<file path="src/rtl/drop_controller.sv">
// drop_controller: write side of the connect-four board encoding.
// Scans the chosen column bottom-up and places the current player's piece.
module drop_controller #(
  parameter int COLS = 7,
  parameter int ROWS = 6
) (
  input  logic                   clk,
  input  logic                   reset,
  input  logic                   clear,
  input  logic                   drop_valid,
  input  logic [2:0]             drop_col,
  output logic                   drop_ready,
  output logic [COLS*ROWS-1:0]   red_enc,
  output logic [COLS*ROWS-1:0]   yel_enc,
  output logic                   turn,
  output logic                   drop_done,
  output logic                   drop_err,
  output logic [5:0]             last_pos,
  output logic                   board_full
);

  localparam int CELLS = COLS * ROWS;

  typedef enum logic [1:0] {
    IDLE,
    SCAN,
    DONE,
    ERR
  } state_t;

  state_t             r_state;
  state_t             w_state_nxt;
  logic [2:0]         r_col;
  logic [2:0]         w_col_nxt;
  logic [2:0]         r_row;
  logic [2:0]         w_row_nxt;
  logic [CELLS-1:0]   r_red;
  logic [CELLS-1:0]   w_red_nxt;
  logic [CELLS-1:0]   r_yel;
  logic [CELLS-1:0]   w_yel_nxt;
  logic               r_turn;
  logic               w_turn_nxt;
  logic [5:0]         r_last;
  logic [5:0]         w_last_nxt;
  logic               r_done;
  logic               w_done_nxt;
  logic               r_err;
  logic               w_err_nxt;

  logic [CELLS-1:0]   w_occ;
  logic               w_full;
  logic               w_ready;
  logic [5:0]         w_row6;
  logic [5:0]         w_idx;
  logic [CELLS-1:0]   w_bit;
  logic               w_hit;
  logic               w_bad_col;

  // Occupancy, fullness and the cell currently under the scan pointer
  always_comb begin
    w_occ     = r_red | r_yel;
    w_full    = &w_occ;
    w_ready   = (r_state == IDLE) && !w_full;
    w_row6    = {3'b000, r_row};
    w_idx     = {3'b000, r_col} + w_row6 * 6'(COLS);
    w_bit     = {{(CELLS-1){1'b0}}, 1'b1} << w_idx;
    w_hit     = |(w_occ & w_bit);
    w_bad_col = drop_col > 3'(COLS - 1);
  end

  // Next-state and datapath updates; clear overrides everything
  always_comb begin
    w_state_nxt = r_state;
    w_col_nxt   = r_col;
    w_row_nxt   = r_row;
    w_red_nxt   = r_red;
    w_yel_nxt   = r_yel;
    w_turn_nxt  = r_turn;
    w_last_nxt  = r_last;
    w_done_nxt  = 1'b0;
    w_err_nxt   = 1'b0;
    if (clear) begin
      w_state_nxt = IDLE;
      w_col_nxt   = '0;
      w_row_nxt   = '0;
      w_red_nxt   = '0;
      w_yel_nxt   = '0;
      w_turn_nxt  = 1'b0;
      w_last_nxt  = '0;
    end else begin
      unique case (r_state)
        IDLE: begin
          if (drop_valid && w_ready) begin
            if (w_bad_col) begin
              w_state_nxt = ERR;
            end else begin
              w_col_nxt   = drop_col;
              w_row_nxt   = 3'(ROWS - 1);
              w_state_nxt = SCAN;
            end
          end
        end
        SCAN: begin
          if (!w_hit) begin
            if (r_turn) begin
              w_yel_nxt = r_yel | w_bit;
            end else begin
              w_red_nxt = r_red | w_bit;
            end
            w_last_nxt  = w_idx;
            w_turn_nxt  = ~r_turn;
            w_done_nxt  = 1'b1;
            w_state_nxt = DONE;
          end else if (r_row == 3'd0) begin
            w_state_nxt = ERR;
          end else begin
            w_row_nxt = r_row - 3'd1;
          end
        end
        DONE: begin
          w_state_nxt = IDLE;
        end
        ERR: begin
          w_err_nxt   = 1'b1;
          w_state_nxt = IDLE;
        end
        default: begin
          w_state_nxt = IDLE;
        end
      endcase
    end
  end

  // State and board registers with asynchronous reset
  always_ff @(posedge clk or posedge reset) begin
    if (reset) begin
      r_state <= IDLE;
      r_col   <= '0;
      r_row   <= '0;
      r_red   <= '0;
      r_yel   <= '0;
      r_turn  <= 1'b0;
      r_last  <= '0;
      r_done  <= 1'b0;
      r_err   <= 1'b0;
    end else begin
      r_state <= w_state_nxt;
      r_col   <= w_col_nxt;
      r_row   <= w_row_nxt;
      r_red   <= w_red_nxt;
      r_yel   <= w_yel_nxt;
      r_turn  <= w_turn_nxt;
      r_last  <= w_last_nxt;
      r_done  <= w_done_nxt;
      r_err   <= w_err_nxt;
    end
  end

  assign drop_ready = w_ready;
  assign board_full = w_full;
  assign red_enc    = r_red;
  assign yel_enc    = r_yel;
  assign turn       = r_turn;
  assign last_pos   = r_last;
  assign drop_done  = r_done;
  assign drop_err   = r_err;

endmodule

</file>
<file path="config.mk">
export PLATFORM = sky130hd
export DESIGN_NAME = drop_controller
export DESIGN_NICKNAME = d
export VERILOG_FILES = /design/src/rtl/drop_controller.sv
export SDC_FILE = /design/constraint.sdc
export NUM_CORES = 1
export LEC_CHECK = 0
export CORE_MARGIN = 4
export CORE_UTILIZATION = 60
export DETAILED_ROUTE_END_ITERATION = 7
export DONT_BUFFER_PORTS = 1
export HOLD_SLACK_MARGIN = 0.1
export PLACE_DENSITY = 0.76
export SETUP_SLACK_MARGIN = 0.02
export SYNTH_ARGS = -nofsm -noshare
export SYNTH_HDL_FRONTEND = slang
export SYNTH_SLANG_ARGS = --single-unit
</file>
<file path="constraint.sdc">
create_clock -name clk -period 11.5 [get_ports clk]
set_clock_uncertainty 0.1 [all_clocks]
set_input_delay 2.3 -clock clk [delete_from_list [all_inputs] [get_ports clk]]
set_output_delay 2.3 -clock clk [all_outputs]
set_load 0.03 [all_outputs]
</file>
======== After elaboration in Yosys (flattened, before gate mapping) ========
Cells that the tools add are included.
cells by class
  $add $sub $neg .......................... 2
  shift-type cells ........................ 1
  bitwise operators ....................... 5
  mux-type cells .......................... 35
  $mul .................................... 1
  $lt $le $gt $ge ......................... 1
  reductions and logical operators ........ 19
  equality and inequality tests ........... 11
operator list
  cell                                                   count
  2-to-1 mux 42 bit                                      8
  bitwise OR 42 bit                                      3
  bitwise AND 42 bit                                     1
  AND reduction 42 bit                                   1
  OR reduction 42 bit                                    1
  left shift 1 x 6 -> 42 bit (first input constant)      1
  2-to-1 mux 3 bit                                       9
  2-to-1 mux 6 bit                                       3
  2-to-1 mux 2 bit                                       5
  inequality test 3 bit (second input constant)          3
  AND reduction 3 bit                                    3
  2-to-1 mux 1 bit                                       8
  nonzero test 2 bit                                     4
  adder 3 x 6 -> 6 bit                                   1
  multiplier 3 x 3 -> 6 bit (second input constant)      1
  inequality test 2 bit (second input constant)          3
  one-hot mux 2 bit (3 select lines)                     1
  one-hot mux 3 bit (2 select lines)                     1
  AND reduction 5 bit                                    1
  equality test 2 bit (second input constant)            2
  inequality test 4 bit (second input constant)          1
  AND reduction 2 bit                                    2
  greater-than comparator 3 bit (second input constant)  1
  zero test 3 bit                                        1
  other kinds (9)                                        10
word-level totals
  logic and storage cells ................. 84
  register bits ........................... 101
  input port bits ......................... 7
  output and inout bits ................... 95

======== Longest topological paths before layout ========
Gate-level depths: netlist (run 1).
  depth after elaboration ................. 8
  gate-level depth with buffers ........... 16
  mapped depth without buffers ............ 13

======== Worst setup path after synthesis (run 1) ========
No wires, ideal clock.
  path type ............................... register to output
  start point ............................. register r_red[25] (netlist: red_enc[25])
  end point ............................... output drop_ready
  cell stages (with the launch flop) ...... 6
  setup slack ............................. 6.964 ns
  data required time ...................... 9.100 ns
  data arrival time ....................... 2.136 ns
  buffers on the path ..................... 0
  path through ............................ dfrtp_1 > nor2_1 > nor4_1 > nand4_1 > nor3_1 > nor3_1
between the ends
  word-level cells in the longest chain between the ends .. 4
ends and longest elaborated chain
  item                      line  text
  start: declaration        37    logic [CELLS-1:0] r_red;
  start signal: assignment  150   r_red <= w_red_nxt;
  bitwise OR 42 bit         61    w_occ = r_red | r_yel;
  AND reduction 42 bit      62    w_full = &w_occ;
  via board_full            19    output logic board_full
  zero test 1 bit           63    w_ready = (r_state == IDLE) && !w_full;
  logical AND 1 bit         63
  end: declaration          12    output logic drop_ready,
The timed path passes the listed nets, and every way through them passes these cells.

======== Worst setup path in the final report (run 1) ========
  start point ............................. register r_row[1]
  end point ............................... register r_red[14] (netlist: red_enc[14])
between the ends
  word-level cells in the longest chain between the ends .. 8
  elaborated cells between the ends (all ways) .. 12
  classes of those cells .................. add/sub: 1; mul: 1; eq/ne: 1; shift: 1; mux: 4; bitwise: 2; reduce/logical: 2
ends and longest elaborated chain
  item                                                        line  text
  start: declaration                                          35    logic [2:0] r_row;
  start signal: assignment                                    149   r_row <= w_row_nxt;
  multiplier 3 x 3 -> 6 bit *                                 65    w_idx = {3'b000, r_col} + w_row6 * 6'(COLS);
  adder 3 x 6 -> 6 bit *                                      65
  left shift 1 x 6 -> 42 bit *                                66    w_bit = {{(CELLS-1){1'b0}}, 1'b1} << w_idx;
  branches (longest 5 deep; another with bitwise AND 42 bit)  --
Mark *: on every way between the ends. The select of a mux whose other input is x is not followed.
A chain may end at the register's enable or synchronous reset.

==> impl_metrics.json, run 1 <==
{
  "setup_viol": 0,
  "core_um2": 8341,
  "via_count": 4299,
  "ys_seq_elements": 101,
  "rsz0062_at_grt": "no",
  "worstPathMaxFanout": 16,
  "multi_input_comb_area_um2": 2217,
  "post-route-period-util": 0.4927,
  "synth-main-ff-cell": "dfrtp_1",
  "synth_cells": 547,
  "cp.required_ns": 11.62,
  "place_congestion": 0.9212,
  "async_reset_ff_frac": 1.000,
  "worstRegToRegCells": 13,
  "diodes": 0,
  "cts-htree-levels": 3,
  "grt_overflow_total": 0,
  "period_needed_ns": 5.666,
  "initial_core_util": 0.6262,
  "pre_cts_ws_ns": 5.972,
  "cp-end-kind": "flip-flop",
  "cts_made_buffers": 9,
  "grt_max_degree": 119,
  "worst-setup-path-type": "reg2reg",
  "cts_tree": "built",
  "startpoint_type": "flip-flop",
  "nets": 555,
  "grt_pass1_vias": 4158,
  "rows": 33,
  "worst_slack_ns": 5.834,
  "drt-pass1-iter-count": 7,
  "synth_warnings": 0,
  "power_density_nw_per_um2": 164.9,
  "slew_viol_final": 0,
  "dp_hpwl_um": 10780,
  "max_cap_violations": 0,
  "cts_setup_buffers": 0,
  "vias_per_cell": 6.696,
  "regArea_um2": 2527,
  "grt.total_usage": 0.2939,
  "layout-drive-gt1-share": 0.07821,
  "fin_hold_ws_ns": 0.4682,
  "synth-edff-count": 0,
  "final_cells": 642,
  "port_buffers": 0,
  "clkTransAtPathRegs_ns": 0.11,
  "r2r_slack_ns": 5.83,
  "min_delay_path_depth": 1,
  "cts_buffer_depth": 2,
  "area_growth_pct": 4.768,
  "ys_types": 63,
  "synth_area_leaders": "dfrtp_1 48%, o22ai_1 10%, inv_1 6.3%",
  "root_buffer": "clkbuf_8",
  "ir_drop_mv": 0.1031,
  "yosysTopAreaCell": "dfrtp_1",
  "final_antenna_net_count": 0,
  "drc_errors": 0,
  "cts_hold_buffers": 0,
  "synth.yosys.seq_area_share": 0.4839,
  "clock.fmax_ghz": 0.1765,
  "tightest_slew_ns": 1.162,
  "fillCellCount": 691,
  "drt_iter0_markers": 399,
  "cts_sinks": 101,
  "dp.cells": 626,
  "place_area_um2": 5231,
  "die_h_um": 101.3,
  "slew_headroom": 0.2197,
  "dieArea_um2": 10260,
  "status": "finished, final reports clean",
  "critPathArrivalTime_ns": 5.78,
  "syn_nets": 570,
  "fin_util": 0.6560,
  "drt-total-wl_um": 14920,
  "hold_path_class": "reg2reg",
  "grt_pass1_wl_um": 23320,
  "wl_per_cell_um": 23.24,
  "ioPinCount": 102,
  "clk_latency_ns": 0.37,
  "hold_viol": 0,
  "tns_ns": 0,
  "postLayoutCellArea_um2": 5472,
  "die_w_um": 101.3,
  "synth.avg_cell_area_um2": 9.548,
  "p_total_uw": 902.3,
  "synth_area_um2": 5223,
  "ctsResizeCount": 0,
  "p_leak_nw": 2.142,
  "antenna_found_initial": 0,
  "yosys.area.top_type_share": 0.4839
}
routing by layer:
layer  GRT usage  routed length [µm]  vias to the layer above  part of all wire
li1            -                   -                     1922                 -
met1      0.4218                6061                     2117              0.41
met2      0.4507                6815                      229              0.46
met3     0.07782                1745                       31              0.12
met4     0.06851                 299                        0             0.020
met5           0                   0                        -                 0
flip-flops by register name (all words and copies together), names as in the netlist:
register,flops
drop_done,1
r_row,3
drop_err,1
last_pos,6
turn,1
yel_enc,42
red_enc,42
r_col,3
r_state,2
worst max-delay path: stages, from the launching register on:
cell       delay, ns
dfrtp_1         0.51
inv_1           0.13
ha_1            0.33
ha_1            0.29
ha_1            0.22
fa_1            0.74
nor3_1          0.89
o21ai_0         0.35
o2111a_1        0.28
a2111oi_4       0.43
a2111oi_4       0.09
and4_1          0.37
nand3_1         0.59
o22ai_1         0.20
report_power, final:
part	switching, mW	internal [mW]
sequential	0.0278	0.365
combinational	0.171	0.0741
clock	0.136	0.129
total	0.335	0.568
cell usage after synthesis (all sizes together), types with 4 or more instances:
master / count
nand3: 13
o32ai: 9
a2111oi: 4
nand2: 18
mux2i: 6
fa: 4
or3: 6
or4: 4
nor3: 8
clkbuf: 15
and3: 4
buf: 14
nor2b: 5
a211oi: 6
nand2b: 6
a21oi: 6
o22ai: 87
or2: 4
nor4: 8
inv: 88
dfrtp: 101
nor2: 54
o21ai: 18
ha: 12
area by class of cell:
type,count,share of cell area
Tap cell,105,0.02401
Clock inverter,7,0.02127
Inverter,88,0.06083
Sequential cell,101,0.4619
Multi-Input combinational cell,329,0.4052
Timing Repair Buffer,3,0.004116
Clock buffer,9,0.02264
kinds of logic (layout without fill, tap and decap cells):
group	Yosys count	in the layout	share of synthesized area
compound gates	152	152	0.2058
simple gates	148	148	0.1481
buf+inv	117	107	0.09152
flops	101	101	0.4839
fa+ha+maj	16	16	0.04408
mux	7	7	0.01366
xor+xnor	6	6	0.01294
final timing paths:
check / startpoint / endpoint
worst max-delay path: r_row[1] / red_enc[14]
worst min-delay path: r_state[1] / r_state[0]
min in group asynchronous: reset / red_enc[14]
worst max register to register: r_row[1] / red_enc[14]
worst min register to register: r_state[1] / r_state[0]
max in group asynchronous: reset / yel_enc[33]
cells in the final DEF, fill, tap and decap left out, types with 3 or more instances in the layout:
cell type	instances
dfrtp_1	101
inv_1	87
o22ai_1	87
nor2_1	54
o21ai_0	18
nand2_1	18
nand3_1	12
ha_1	12
clkbuf_8	9
nor3_1	8
o32ai_1	8
nor4_1	8
nand2b_1	6
mux2i_1	6
a211oi_1	6
or3_1	6
a21oi_1	5
nor2b_1	5
or2_2	4
or4_1	4
fa_1	4
xnor2_1	3
and3b_1	3
and3_1	3
or3b_2	3
nand3b_1	3
buf_4	3
(Power assumes the default switching activity.)
==> run 2, diff against run 1 <==
Settings changed: CORE_UTILIZATION 60 to 57, PLACE_DENSITY 0.76 to 0.75.
Clock period 11.5 ns to 5.1 ns, I/O delays scaled along.
==> run 2 against run 1 <==
  * Fmax grew 15%
  * Global-route usage decreased by 0.27 points
  * Die area increased by 4.8%
==> impl_metrics.json, run 2 (synthesized netlist as in run 1, its figures left out) <==
{
  "fin_hold_ws_ns": 0.4662,
  "slew_headroom": 0.3438,
  "drc_errors": 0,
  "period_needed_ns": 4.919,
  "cts-htree-levels": 3,
  "fillCellCount": 755,
  "layout-drive-gt1-share": 0.09358,
  "drt-total-wl_um": 15680,
  "post-route-period-util": 0.9645,
  "p_leak_nw": 2.166,
  "layout_commonest_cell": "dfrtp_1",
  "port_buffers": 0,
  "final_cells": 653,
  "drt-pass1-iter-count": 5,
  "clkTransAtPathRegs_ns": 0.11,
  "r2r_slack_ns": 0.18,
  "cts_made_buffers": 9,
  "core_um2": 8806,
  "via_count": 4377,
  "vias_per_cell": 6.703,
  "cts_buffer_depth": 2,
  "p_sw_uw": 776.4,
  "power_frac_seq": 0.433,
  "worstReg2RegStart": "r_row[1]",
  "power_density_nw_per_um2": 370.9,
  "dp.cells": 637,
  "wl_per_cell_um": 24.01,
  "worst_slack_ns": 0.1813,
  "p_int_mw": 1.268,
  "worst-setup-path-type": "reg2reg",
  "power.share.switching": 0.3797,
  "grt_overflow_total": 0,
  "reg2reg_to": "red_enc[40]",
  "setup_viol": 0,
  "status": "finished, final reports clean",
  "cts_tree": "built",
  "p_total_mw": 2.045,
  "rsz0062_at_grt": "no",
  "grt.total_usage": 0.2912,
  "worstPathMaxFanout": 15,
  "grt_pass1_wl_um": 24640,
  "hold_path_class": "in2async",
  "clk_latency_ns": 0.38,
  "layout_common_cells": "101 x dfrtp_1, 87 x inv_1, 87 x o22ai_1, 54 x nor2_1",
  "nets": 563,
  "clock.fmax_ghz": 0.2033,
  "ioPinCount": 102,
  "place_congestion": 0.9611,
  "diodes": 0,
  "dieArea_um2": 10760,
  "grt_pass1_vias": 4159,
  "hold_viol": 0,
  "antenna_found_initial": 0,
  "cts_sinks": 101,
  "initial_core_util": 0.5931,
  "drt_iter0_markers": 326,
  "dp_hpwl_um": 11460,
  "combPwrFrac": 0.297,
  "pre_cts_ws_ns": 0.1763,
  "slew_viol_final": 0,
  "rows": 34,
  "startpoint_type": "flip-flop",
  "die_h_um": 103.7,
  "ir_drop_mv": 0.1601,
  "max_cap_violations": 0,
  "final_antenna_net_count": 0,
  "postLayoutCellArea_um2": 5513,
  "critPathArrivalTime_ns": 5.07,
  "root_buffer": "clkbuf_8",
  "power_frac_clock": 0.270,
  "die_w_um": 103.7,
  "area_growth_pct": 5.558,
  "worstRegToRegCells": 12,
  "place_area_um2": 5295,
  "tightest_slew_ns": 0.9768,
  "tns_ns": 0,
  "cp.required_ns": 5.25,
  "grt_max_degree": 119,
  "fin_util": 0.6260,
  "cp-end-kind": "flip-flop"
}
run 2: how the worst max path moves through the flow:
stage               slack, ns      from  cells past startpoint     endpoint
finish                   0.18  r_row[1]                     12  red_enc[40]
global route             0.04  r_row[0]                     14  red_enc[40]
CTS                      0.11  r_row[1]                     12  red_enc[40]
detailed placement       0.18  r_row[1]                     12  red_enc[40]
global placement         0.32  r_row[0]                     12  yel_enc[40]
floorplan                0.95  r_row[0]                     12  yel_enc[10]
run 2: layout make-up:
type                            count  area, µm²  area share
Clock buffer                       10      137.6     0.02497
Clock inverter                      6      77.57     0.01407
Inverter                           88      332.8     0.06037
Multi-Input combinational cell    329       2220      0.4026
Sequential cell                   101       2527      0.4585
Tap cell                          108      135.1     0.02451
Timing Repair Buffer               11      82.58     0.01498
run 2: layer usage:
metal  wire [µm]  up-vias  track usage
met1        6477     2155       0.4080
met4         347        0      0.09307
met2        7253      254       0.4393
met3        1598       31      0.08458
met5           0        -            0
li1            -     1937            -
run 2: worst max-delay path, stage by stage, from the launching register on:
cell and delay (ns):
dfrtp_1 0.50, fa_1 0.57, fa_1 0.46, fa_2 0.75
nor3_1 0.12, buf_4 0.19, nor2b_1 0.13, o311a_1 0.34
a211oi_1 0.23, o221a_2 0.26, nand4_2 0.22, or3_1 0.57
o32ai_1 0.35
run 2: power groups by stage:
stage | Sequential, mW | Clock [mW] | Combinational [mW]
2_1_floorplan | 0.888 | 0 | 0.434
3_3_place_gp | 0.899 | 0 | 0.584
3_5_place_dp | 0.901 | 0 | 0.587
4_1_cts | 0.885 | 0.553 | 0.591
5_1_grt | 0.890 | 0.594 | 0.646
6_report | 0.885 | 0.552 | 0.608
run 2: what timing repair did:
item | CTS | global route
resized for setup | 0 | 1
hold buffers | 0 | 0
buffers inserted | 0 | 0
endpoints found under the setup margin | 0 | 37
